<file path="config.mk">
export PLATFORM = sky130hd
export DESIGN_NAME = instruction_fetch
export DESIGN_NICKNAME = d
export VERILOG_FILES = /design/src/rtl/instruction_fetch.sv
export SDC_FILE = /design/constraint.sdc
export NUM_CORES = 1
export LEC_CHECK = 0
export BUFFER_PORTS_ARGS = -buffer_cell sky130_fd_sc_hd__buf_4
export CORE_ASPECT_RATIO = 1.2
export CORE_MARGIN = 4
export CORE_UTILIZATION = 44
export DETAILED_ROUTE_END_ITERATION = 12
export PLACE_DENSITY = 0.77
export RECOVER_POWER = 25
export SETUP_SLACK_MARGIN = 0.02
export SLEW_MARGIN = 0
export SYNTH_ARGS = -nofsm -noshare
export SYNTH_HDL_FRONTEND = slang
export SYNTH_SLANG_ARGS = --single-unit
</file>
<file path="constraint.sdc">
create_clock -name clk -period 6.09 [get_ports clk]
set_clock_uncertainty 0.1 [all_clocks]
set_input_delay 0.609 -clock clk [delete_from_list [all_inputs] [get_ports clk]]
set_output_delay 0.609 -clock clk [all_outputs]
set_load 0.005 [all_outputs]
</file>
<file path="src/rtl/instruction_fetch.sv">
// -----------------------------------------------------------------------------
// instruction_fetch
//
// Instruction fetch stage with an IF/ID pipeline register. The PC drives a
// combinational word-indexed ROM. The returned word is captured into IF/ID
// together with its PC. A small FSM (BOOT -> RUN -> HALT) sequences start-up
// and stops fetching on EBREAK or on an out-of-range fetch. Only reset leaves
// HALT.
//
// Parameters
//   RESET_PC   PC value loaded on reset
//   ROM_DEPTH  number of 32-bit words in the instruction ROM
//
// Ports
//   clk              single clock, rising edge
//   reset            synchronous, active-high reset
//   rom_address      word index to the ROM, {2'b00, pc[31:2]} (combinational)
//   rom_instruction  ROM read data for rom_address, valid in the same cycle
//   stall            hold PC and IF/ID
//   flush            replace IF/ID contents with a bubble
//   redirect         load redirect_pc into the PC (taken branch or jump)
//   redirect_pc      redirect target byte address (low two bits discarded)
//   pc               current fetch byte address
//   if_id_instr      IF/ID instruction (NOP when holding a bubble)
//   if_id_pc         IF/ID instruction address
//   if_id_valid      IF/ID holds a real instruction
//   halted           registered, high while the FSM is in HALT
//   fetch_fault      sticky, set by an attempted fetch beyond ROM_DEPTH
//   fetch_count      (only with FETCH_COUNTER_EN) wrapping count of valid
//                    IF/ID loads
//
// Build option
//   FETCH_COUNTER_EN  adds the fetch_count output and its counter
// -----------------------------------------------------------------------------
module instruction_fetch #(
  parameter logic [31:0] RESET_PC  = 32'h0000_0000,
  parameter int          ROM_DEPTH = 64
) (
  input  logic        clk,
  input  logic        reset,
  output logic [31:0] rom_address,
  input  logic [31:0] rom_instruction,
  input  logic        stall,
  input  logic        flush,
  input  logic        redirect,
  input  logic [31:0] redirect_pc,
  output logic [31:0] pc,
  output logic [31:0] if_id_instr,
  output logic [31:0] if_id_pc,
  output logic        if_id_valid,
  output logic        halted,
  output logic        fetch_fault
`ifdef FETCH_COUNTER_EN
  ,
  output logic [31:0] fetch_count
`endif
);

  localparam logic [31:0] NOP       = 32'h0000_0013;
  localparam logic [31:0] EBREAK    = 32'h0010_0073;
  localparam logic [31:0] ROM_WORDS = ROM_DEPTH;

  typedef enum logic [1:0] {
    BOOT = 2'd0,
    RUN  = 2'd1,
    HALT = 2'd2
  } state_t;

  state_t state;
  logic   out_of_range;

  assign rom_address  = {2'b00, pc[31:2]};
  assign out_of_range = (rom_address >= ROM_WORDS);

  // Every IF/ID load of a bubble captures the current pc. That way a killed
  // slot still says where it came from.
  // NOTE: all state is written with non-blocking assignments so every branch
  // sees the pre-edge pc/state, independent of statement order.
  always_ff @(posedge clk) begin
    if (reset) begin
      state       <= BOOT;
      pc          <= RESET_PC;
      if_id_instr <= NOP;
      if_id_pc    <= '0;
      if_id_valid <= 1'b0;
      halted      <= 1'b0;
      fetch_fault <= 1'b0;
`ifdef FETCH_COUNTER_EN
      fetch_count <= '0;
`endif
    end else begin
      case (state)
        // One settling cycle: bubble into IF/ID, pc untouched.
        BOOT: begin
          if_id_instr <= NOP;
          if_id_pc    <= pc;
          if_id_valid <= 1'b0;
          state       <= RUN;
        end

        RUN: begin
          if (redirect) begin
            // Redirect wins over stall and flush; the wrong-path slot dies.
            pc          <= {redirect_pc[31:2], 2'b00};
            if_id_instr <= NOP;
            if_id_pc    <= pc;
            if_id_valid <= 1'b0;
          end else if (stall) begin
            if (flush) begin
              if_id_instr <= NOP;
              if_id_pc    <= pc;
              if_id_valid <= 1'b0;
            end
          end else if (out_of_range) begin
            if_id_instr <= NOP;
            if_id_pc    <= pc;
            if_id_valid <= 1'b0;
            fetch_fault <= 1'b1;
            halted      <= 1'b1;
            state       <= HALT;
          end else if (flush) begin
            if_id_instr <= NOP;
            if_id_pc    <= pc;
            if_id_valid <= 1'b0;
            pc          <= pc + 32'd4;
          end else begin
            if_id_instr <= rom_instruction;
            if_id_pc    <= pc;
            if_id_valid <= 1'b1;
`ifdef FETCH_COUNTER_EN
            fetch_count <= fetch_count + 32'd1;
`endif
            // EBREAK is delivered downstream, but the PC parks on it.
            if (rom_instruction == EBREAK) begin
              halted <= 1'b1;
              state  <= HALT;
            end else begin
              pc <= pc + 32'd4;
            end
          end
        end

        // Parked: pc frozen, redirect ignored, IF/ID drains to bubbles.
        HALT: begin
          if (!stall || flush) begin
            if_id_instr <= NOP;
            if_id_pc    <= pc;
            if_id_valid <= 1'b0;
          end
        end

        default: begin
          state <= BOOT;
        end
      endcase
    end
  end

endmodule

</file>
# After elaboration in Yosys (flattened, before gate mapping)
# Cells that the tools add are included.
# word_totals
regBits,101
out_inout_bits,131
# classes
n_addsub,1
n_lt_le_gt_ge,1
n_eq_ne,13
n_mux,33
n_bitwise,3
reduce_logical,10
# ops
op,count
$mux 32,15
$pmux 32 s3,2
$add 32x3->32 const B,1
$eq 32x21->1 const B,1
$ge 30x7->1 const B,1
$mux 2,5
$reduce_and 5->1,2
$mux 1,9
$ne 3x3->1 const B,3
$ne 2x2->1 const B,4
$reduce_and 4->1,2
$pmux 2 s3,1
$ne 2x1->1 const B,2
$ne 4x4->1 const B,1
$not 1->1,3
$pmux 1 s3,1
$reduce_and 3->1,1
$reduce_bool 3->1,1
$eq 2x1->1 const B,1
$eq 2x2->1 const B,1
$logic_not 2->1,1
$reduce_bool 2->1,1
$logic_not 1->1,1
$logic_or 1x1->1,1

# Depth between registers and ports, before layout
# Gate-level depths: netlist of run 1.
# logic_depth
ltp_word,7
ltp_mapped,7
mapped_depth_nobuf,6

# Worst setup path after synthesis of run 1
# No wires, ideal clock.
# synth_timing
path_type,input to register
startpoint,input port rom_instruction[29]
endpoint,register pc[6]
setup_ps,117
arrival_time_ps,2203
required_time_ps,5873
setup_slack_ps,3670
path_stages,7
n_path_buf,2
cell_sequence,nor4_1 > nand4_1 > or4_1 > buf_2 > a21o_1 > buf_6 > a32o_1
# synth_between
elab_chain_cells,3
# synth_lines
item,line_no,source
start: declaration,42,"input logic [31:0] rom_instruction,"
$eq 32x21->1,134,if (rom_instruction == EBREAK) begin
$ne 3x3->1 (no line),-,
$reduce_and 4->1 (no line),-,
end signal: assignment,104,"pc <= {redirect_pc[31:2], 2'b00};"
end signal: assignment,125,pc <= pc + 32'd4;
end signal: assignment,138,pc <= pc + 32'd4;
end: declaration,47,"output logic [31:0] pc,"
# No other way between the ends.
# A chain may end at the register's enable or synchronous reset.

# Worst setup path in the final report of run 1
# layout_timing
startpoint,register pc[8]
endpoint,register pc[3]
# layout_between
elab_chain_cells,3
# layout_lines
item,line_no,source
$ge 30x7->1,73,assign out_of_range = (rom_address >= ROM_WORDS);
$ne 2x2->1 (no line),-,
$reduce_and 4->1 (no line),-,
# No other way between the ends.

==> results of run 1 <==
-- per-layer routing --
layer | wire length, µm | share of wire (%)
met2 | 6660 | 48
met1 | 5640 | 40
met5 | 0 | 0
met3 | 1320 | 9.5
met4 | 335 | 2.4
-- path summary, 6_finish.rpt --
check	end	slack, ns	depth (start not counted)
worst min register to register	halted	0.34	2
worst max-delay path	pc[3]	3.22	5
worst min-delay path	halted	0.34	2
worst max register to register	pc[3]	3.22	5
-- cell families (layout without fill, tap and decap cells) --
| family | after synthesis | count (layout) | share of synthesized area (%) |
|---|---|---|---|
| flip-flops | 97 | 97 | 43.2 |
| AO/OA/AOI/OAI | 129 | 129 | 20.5 |
| multiplexers | 4 | 4 | 0.891 |
| other | 1 | 6 | 0.0834 |
| adder cells (fa/ha/maj) | 2 | 2 | 0.557 |
| buffers and inverters | 77 | 216 | 9.80 |
| AND/OR/NAND/NOR | 232 | 232 | 25.0 |
-- sequential cells by signal (all words and copies together) (netlist names) --
name,count
halted,1
if_id_instr,32
state,2
fetch_fault,1
if_id_pc,30
pc,30
if_id_valid,1
-- cell usage after synthesis (3+ instances only) --
library cell / number
dfxtp_1: 97
nand2_1: 87
nor2_1: 58
a21oi_1: 41
a22oi_1: 39
buf_4: 37
clkbuf_1: 27
nor4_1: 16
o31ai_1: 11
nand4_1: 10
nand3_1: 9
and3_1: 8
a211oi_2: 7
inv_1: 7
nor2b_1: 7
nand2b_1: 6
nor3_1: 5
o21ai_0: 5
a32o_1: 4
and4_1: 4
buf_2: 4
mux2i_1: 4
nand3b_1: 4
nor3b_1: 4
o21bai_1: 4
and2_1: 3
or3_1: 3
-- critical path: cells and delay by family (launching register included) --
| family | cells | cell delay, ns |
|---|---|---|
| AOI/OAI and AO/OA | 2 | 0.76 |
| DFF | 1 | 0.40 |
| and+or+nand+nor | 3 | 1.44 |
-- power breakdown --
part / total [W] / internal (W) / switching [W]
clock: 0.000599 / 0.000356 / 0.000242
combinational: 0.000208 / 0.0000986 / 0.000109
sequential: 0.000687 / 0.000656 / 0.0000307
total: 0.00149 / 0.00111 / 0.000383
-- per-stage QoR --
stage                     instance area [µm²]  power, W
after floorplan                          4510  0.000810
after global placement                   5710  0.000902
after detailed placement                 5710  0.000908
after CTS                                6020   0.00150
after global routing                     6010   0.00155
final                                    6010   0.00149
-- area by class of cell --
| type | count | area share (%) |
|---|---|---|
| Sequential cell | 97 | 32.3 |
| Timing Repair Buffer | 193 | 23.8 |
| Inverter | 7 | 0.438 |
| Tap cell | 126 | 2.62 |
| Multi-Input combinational cell | 373 | 35.6 |
| Clock inverter | 7 | 1.42 |
| Clock buffer | 9 | 3.75 |
==> reports/summary.txt, run 1 <==
Outcome = finished, final reports clean
Number of H-tree branching levels = 3
Post-synthesis instance area = 4490 µm²
Synth cell types = 49
Number of setup violations in the final report = 0
Clock latency of the later-clocked register in the worst-skew pair = 0.34 ns
Met1 Usage GRT = 27.4%
Number of enable-type register cells in the synthesized netlist = 0
Fraction of registers with async set/reset = 0%
Cell count after synthesis = 542
Post-layout nets = 752
Total number of placement rows = 40
Maximum number of pins on one net before global-route repair = 103
Pwr/cell area = 249 nW/µm²
Count of buffers from port buffering = 191
Clk root buf = clkbuf_16
Crit path kind = reg2reg
Number of inserted diodes = 0
Wire per inst = 17.2 µm
I/O pin count = 200
Start point of the worst min-delay path = halted
IR Drop Worst-Case VDD = 0.132 mV
Cell taking the most area after synthesis = dfxtp_1
Routability cong. = 0.841
Sequential cell area in the final layout = 1940 µm²
Number of filler instances in the final layout = 890
Initial cell density of the core = 44.9%
Number of hold buffers added after CTS = 0
Most common library cell in the layout ignoring fill and taps = buf_4
Die H = 119 µm
Main area contributors after synthesis = dfxtp_1, nand2_1, a22oi_1
Post-Route WL = 14000 µm
Number of iterations in the first detailed-routing pass = 4
Clock transition at the register clock pins on the worst setup and hold paths after CTS = 0.06 ns
Final instance count without filler cells = 812
Area of the multi-input gates = 2140 µm²
Least-Margin Pin Slew = 1.32 ns
# Post-CTS Setup Buffers = 0
Sinks on Clock Net = 97
Number of endpoints with negative hold slack in the final report = 0
Starting DRC count in detailed routing = 237
Count of instances resized after the clock tree is built = 0
Antenna violations before repair = 0
Share of synthesized area occupied by flip-flops and latches = 43.2%
Number of slew-limit violations in the final report = 0
Final setup slack of the worst path = 3.22 ns
Number of remaining DRC errors = 0
Worst hold slack across all endpoints = 0.345 ns
Max Cap Violations = 0
Proportion of layout cells with a drive suffix above 1 = 31.6%
Static leakage = 2.48 nW
Synth-to-Final Area Change = 33.6%
Element type at the critical path end = flop
Worst hold path class = reg2reg
Final antenna-violating net count = 0
Estimated wirelength of the detail-placed design = 9900 µm
Relative max-transition margin = 11.5%
Slowest-stage cell, CP = a21o_1
Most used cells in the layout excluding fill and tap cells = buf_4, dfxtp_1, nand2_1
Number of warning messages in the yosys log = 0
Post-placement worst setup slack = 3.07 ns
Number of vias after detailed routing = 4538
Die Outline Area = 11900 µm²
Die width = 100 µm
Core utilization of the finished layout = 60.0%
Met3 capacity usage during global routing = 6.67%
First-pass GRT wire length = 21900 µm
Mean number of vias per cell = 5.59
Crit Reg-Reg Startpoint = pc[8]
Dominant register cell in the synthesized netlist = dfxtp_1
Number of buffers inserted during clock tree synthesis = 9
Startpoint types = flop
Most utilized layer in the global route result = met2
Total gr overflow = 0
Final critical delay including setup and external delays = 2.87 ns
Per-instance average area after synthesis = 8.29 µm²
Worst Path Max Fanout = 13
Series of cell instances along the critical path = nor4_1 -> nand4_1 -> nor4b_4 -> a21o_1 -> a211oi_2
Number of placed instances with taps included = 796
Routing usage on met2 = 37.4%
Final total negative setup slack = 0 ns
Delay contributed by the slowest stage of the critical path = 0.61 ns
Seq cells post-synth = 97
Overall global routing resource usage = 22.7%
Launch point of the critical path = pc[8]
Maximum achievable frequency = 348 MHz
Maximum root-to-sink buffer count = 2
Req. time, crit path = 6.16 ns
Placeable core region = 10000 µm²
Clock tree from TritonCTS = done
Synth top area share = 43.2%
Final clock period utilization by the worst path = 47.1%
Setup repair after global routing missed its margin = no
Vias in the first global route = 4439
Arrival time at the worst endpoint = 2.94 ns
No activity file was read; power rests on OpenSTA's default activity.
==> inputs of run 2 (changes only) <==
clock period = 2.8 ns   (was 6.09 ns; I/O delays follow)
==> run 2 against run 1 <==
  * Total power is 130% higher
  * Die area did not move
  * Non-clock buffer count is 16 higher
  * Clock-buffer cell count is 2 higher
  * Flip-flop and latch count unchanged
  * Final cell count rose by 2.0%
  * First-iteration DRC count increased by 8.0%
  * Worst hold slack worse by 0.25 ns
  * Largest cell class unchanged
==> reports/summary.txt, run 2 (synthesized netlist as in run 1, its figures left out) <==
Outcome = finished, final reports clean
Number of slew-limit violations in the final report = 0 (unchanged)
Most used cells in the layout excluding fill and tap cells = buf_4, dfxtp_1, nand2_1
Clk root buf = clkbuf_16
Clock network power share = 41.8% (+1.7 points)
Most common library cell in the layout ignoring fill and taps = buf_4
Instance count along the most critical hold path = 3 (+1)
Fraction of power consumed by sequential logic = 44.0% (-2.0 points)
Launch point of the critical path = pc[21]
Final setup slack of the worst path = 0.229 ns (-2.99 ns)
Routability cong. = 0.892 (+6.1%)
Die H = 119 µm (unchanged)
Clock tree from TritonCTS = done
Final critical delay including setup and external delays = 2.57 ns (-0.299 ns)
Number of cell instances on the worst register-to-register path = 5 (unchanged)
Overall global routing resource usage = 23.4% (+0.61 points)
Pwr/cell area = 547 nW/µm² (+120%)
Number of flip-flops in the largest register = 32 (unchanged)
Arrival time at the worst endpoint = 2.76 ns (-0.18 ns)
Mean number of vias per cell = 5.53 (-1.0%)
Wire per inst = 17.0 µm (-1.3%)
Number of buffers and inverters on the critical path = 0 (unchanged)
Total gr overflow = 0 (unchanged)
Setup repair after global routing missed its margin = no
Final total negative setup slack = 0 ns (unchanged)
Placed cell areas = 5860 µm² (+2.5%)
Series of cell instances along the critical path = nor4_1 -> nand4_1 -> nor4b_4 -> a21o_1 -> a22o_1
Switching part of the total = 24.3% (-1.3 points)
Post-placement worst setup slack = 0.245 ns (-2.82 ns)
Count of buffers from port buffering = 191 (unchanged)
Register with the most flip-flops = if_id_instr
Estimated wirelength of the detail-placed design = 10400 µm (+4.7%)
Sinks on Clock Net = 97 (unchanged)
Post-layout nets = 768 (+2.1%)
I/O pin count = 200 (unchanged)
Worst hold path class = in2reg
Number of setup violations in the final report = 0 (unchanged)
Number of iterations in the first detailed-routing pass = 5 (+1)
Static leakage = 2.56 nW (+3.2%)
Vias in the first global route = 4400 (-0.88%)
Crit path kind = reg2reg
Number of hold buffers added after CTS = 0 (unchanged)
Clock transition at the register clock pins on the worst setup and hold paths after CTS = 0.07 ns (about the same)
Element type at the critical path end = flop
Cell family contributing the most delay on the critical path = simple AND/OR/NAND/NOR gates
Proportion of layout cells with a drive suffix above 1 = 32.5% (+0.85 points)
Starting DRC count in detailed routing = 256 (+8.0%)
Internal reg-to-reg setup slack = 0.23 ns (-2.99 ns)
Internal power component = 0.00256 W (+130%)
Number of remaining DRC errors = 0 (unchanged)
Final clock period utilization by the worst path = 91.8% (+45 points)
Final antenna-violating net count = 0 (unchanged)
Die Outline Area = 11900 µm² (unchanged)
Clock latency of the later-clocked register in the worst-skew pair = 0.34 ns (about the same)
Post-layout instance area = 6170 µm² (+2.8%)
Number of endpoints with negative hold slack in the final report = 0 (unchanged)
Die width = 100 µm (unchanged)
Delay contributed by the slowest stage of the critical path = 0.58 ns (-0.03 ns)
Number of inserted diodes = 0 (unchanged)
Placeable core region = 10000 µm² (unchanged)
Startpoint types = flop
Worst setup path end = pc[28]
Relative max-transition margin = 49.7% (+38 points)
Worst Path Max Fanout = 13 (unchanged)
Number of buffers inserted during clock tree synthesis = 9 (unchanged)
Combinational group share of total power = 14.2% (+0.3 points)
Maximum number of pins on one net before global-route repair = 63 (-39%)
Post-Route WL = 14100 µm (+0.60%)
Max Cap Violations = 0 (unchanged)
Crit Reg-Reg Startpoint = pc[21]
IR Drop Worst-Case VDD = 0.297 mV (+130%)
Number of vias after detailed routing = 4579 (+0.90%)
Antenna violations before repair = 0 (unchanged)
Worst flop-to-flop path endpoint = pc[28]
Least-Margin Pin Slew = 0.747 ns (-0.576 ns)
Largest registers = if_id_instr x32, if_id_pc x30, pc x30
Maximum root-to-sink buffer count = 2 (unchanged)
First-pass GRT wire length = 22300 µm (+2.0%)
Power spent charging and discharging nets = 0.000821 W (+110%)
Synth-to-Final Area Change = 37.3%
Logic depth of the worst setup path including buffers = 5 (unchanged)
Req. time, crit path = 2.99 ns (-3.17 ns)
Count of instances resized after the clock tree is built = 0 (unchanged)
Initial cell density of the core = 44.9% (unchanged)
Number of H-tree branching levels = 3 (unchanged)
# Post-CTS Setup Buffers = 0 (unchanged)
Slowest-stage cell, CP = a21o_1
Total number of placement rows = 40 (unchanged)
Maximum achievable frequency = 389 MHz (+12%)
## run 2: final cells by class
cell class	count	area (µm²)
well taps	126	158
flip-flops and latches	97	1940
repair buffers	209	1560
inverters	7	26.3
fillers	874	3840
clock inverters	5	103
multi-input cells	373	2140
clock buffers	11	243
## run 2: tightest hold or removal path: stages
cell     delay (ns)
buf_4          0.09
o21ai_0        0.07
o21ai_0        0.06
## run 2: worst min-delay path by stage
stage | end | startpoint | slack, ns
2_1_floorplan | pc[29] | redirect_pc[29] | 0.32
4_1_cts | pc[29] | redirect_pc[29] | 0.08
3_3_place_gp | halted | halted | 0.34
5_1_grt | if_id_instr[24] | rom_instruction[24] | 0.11
3_5_place_dp | if_id_pc[12] | if_id_pc[12] | 0.35
6_report | pc[29] | redirect_pc[29] | 0.09
## run 2: per-layer routing
layer / global-route usage (%) / vias up / part of all wire, %
met5: 0 / - / 0
met4: 9.44 / 0 / 2.0
met3: 6.26 / 24 / 10
met2: 37.5 / 223 / 48
met1: 29.4 / 2139 / 40
li1: - / 2193 / -
## run 2: power groups by stage
stage                     sequential (W)  clock (W)  combinational (W)
final                            0.00148    0.00141           0.000480
after global routing             0.00149    0.00149           0.000523
after CTS                        0.00148    0.00144           0.000485
after detailed placement         0.00152          0           0.000483
after global placement           0.00151          0           0.000473
after floorplan                  0.00151          0           0.000253
## run 2: per-stage QoR
step	instances	power, W	util (%)	hold WS, ns
after floorplan	547	0.00176	-	0.324
after global placement	812	0.00199	58.5	0.342
after detailed placement	812	0.00200	58.5	0.348
after CTS	828	0.00341	62.0	0.0822
after global routing	828	0.00351	61.7	0.107
final	828	0.00338	61.7	0.0912
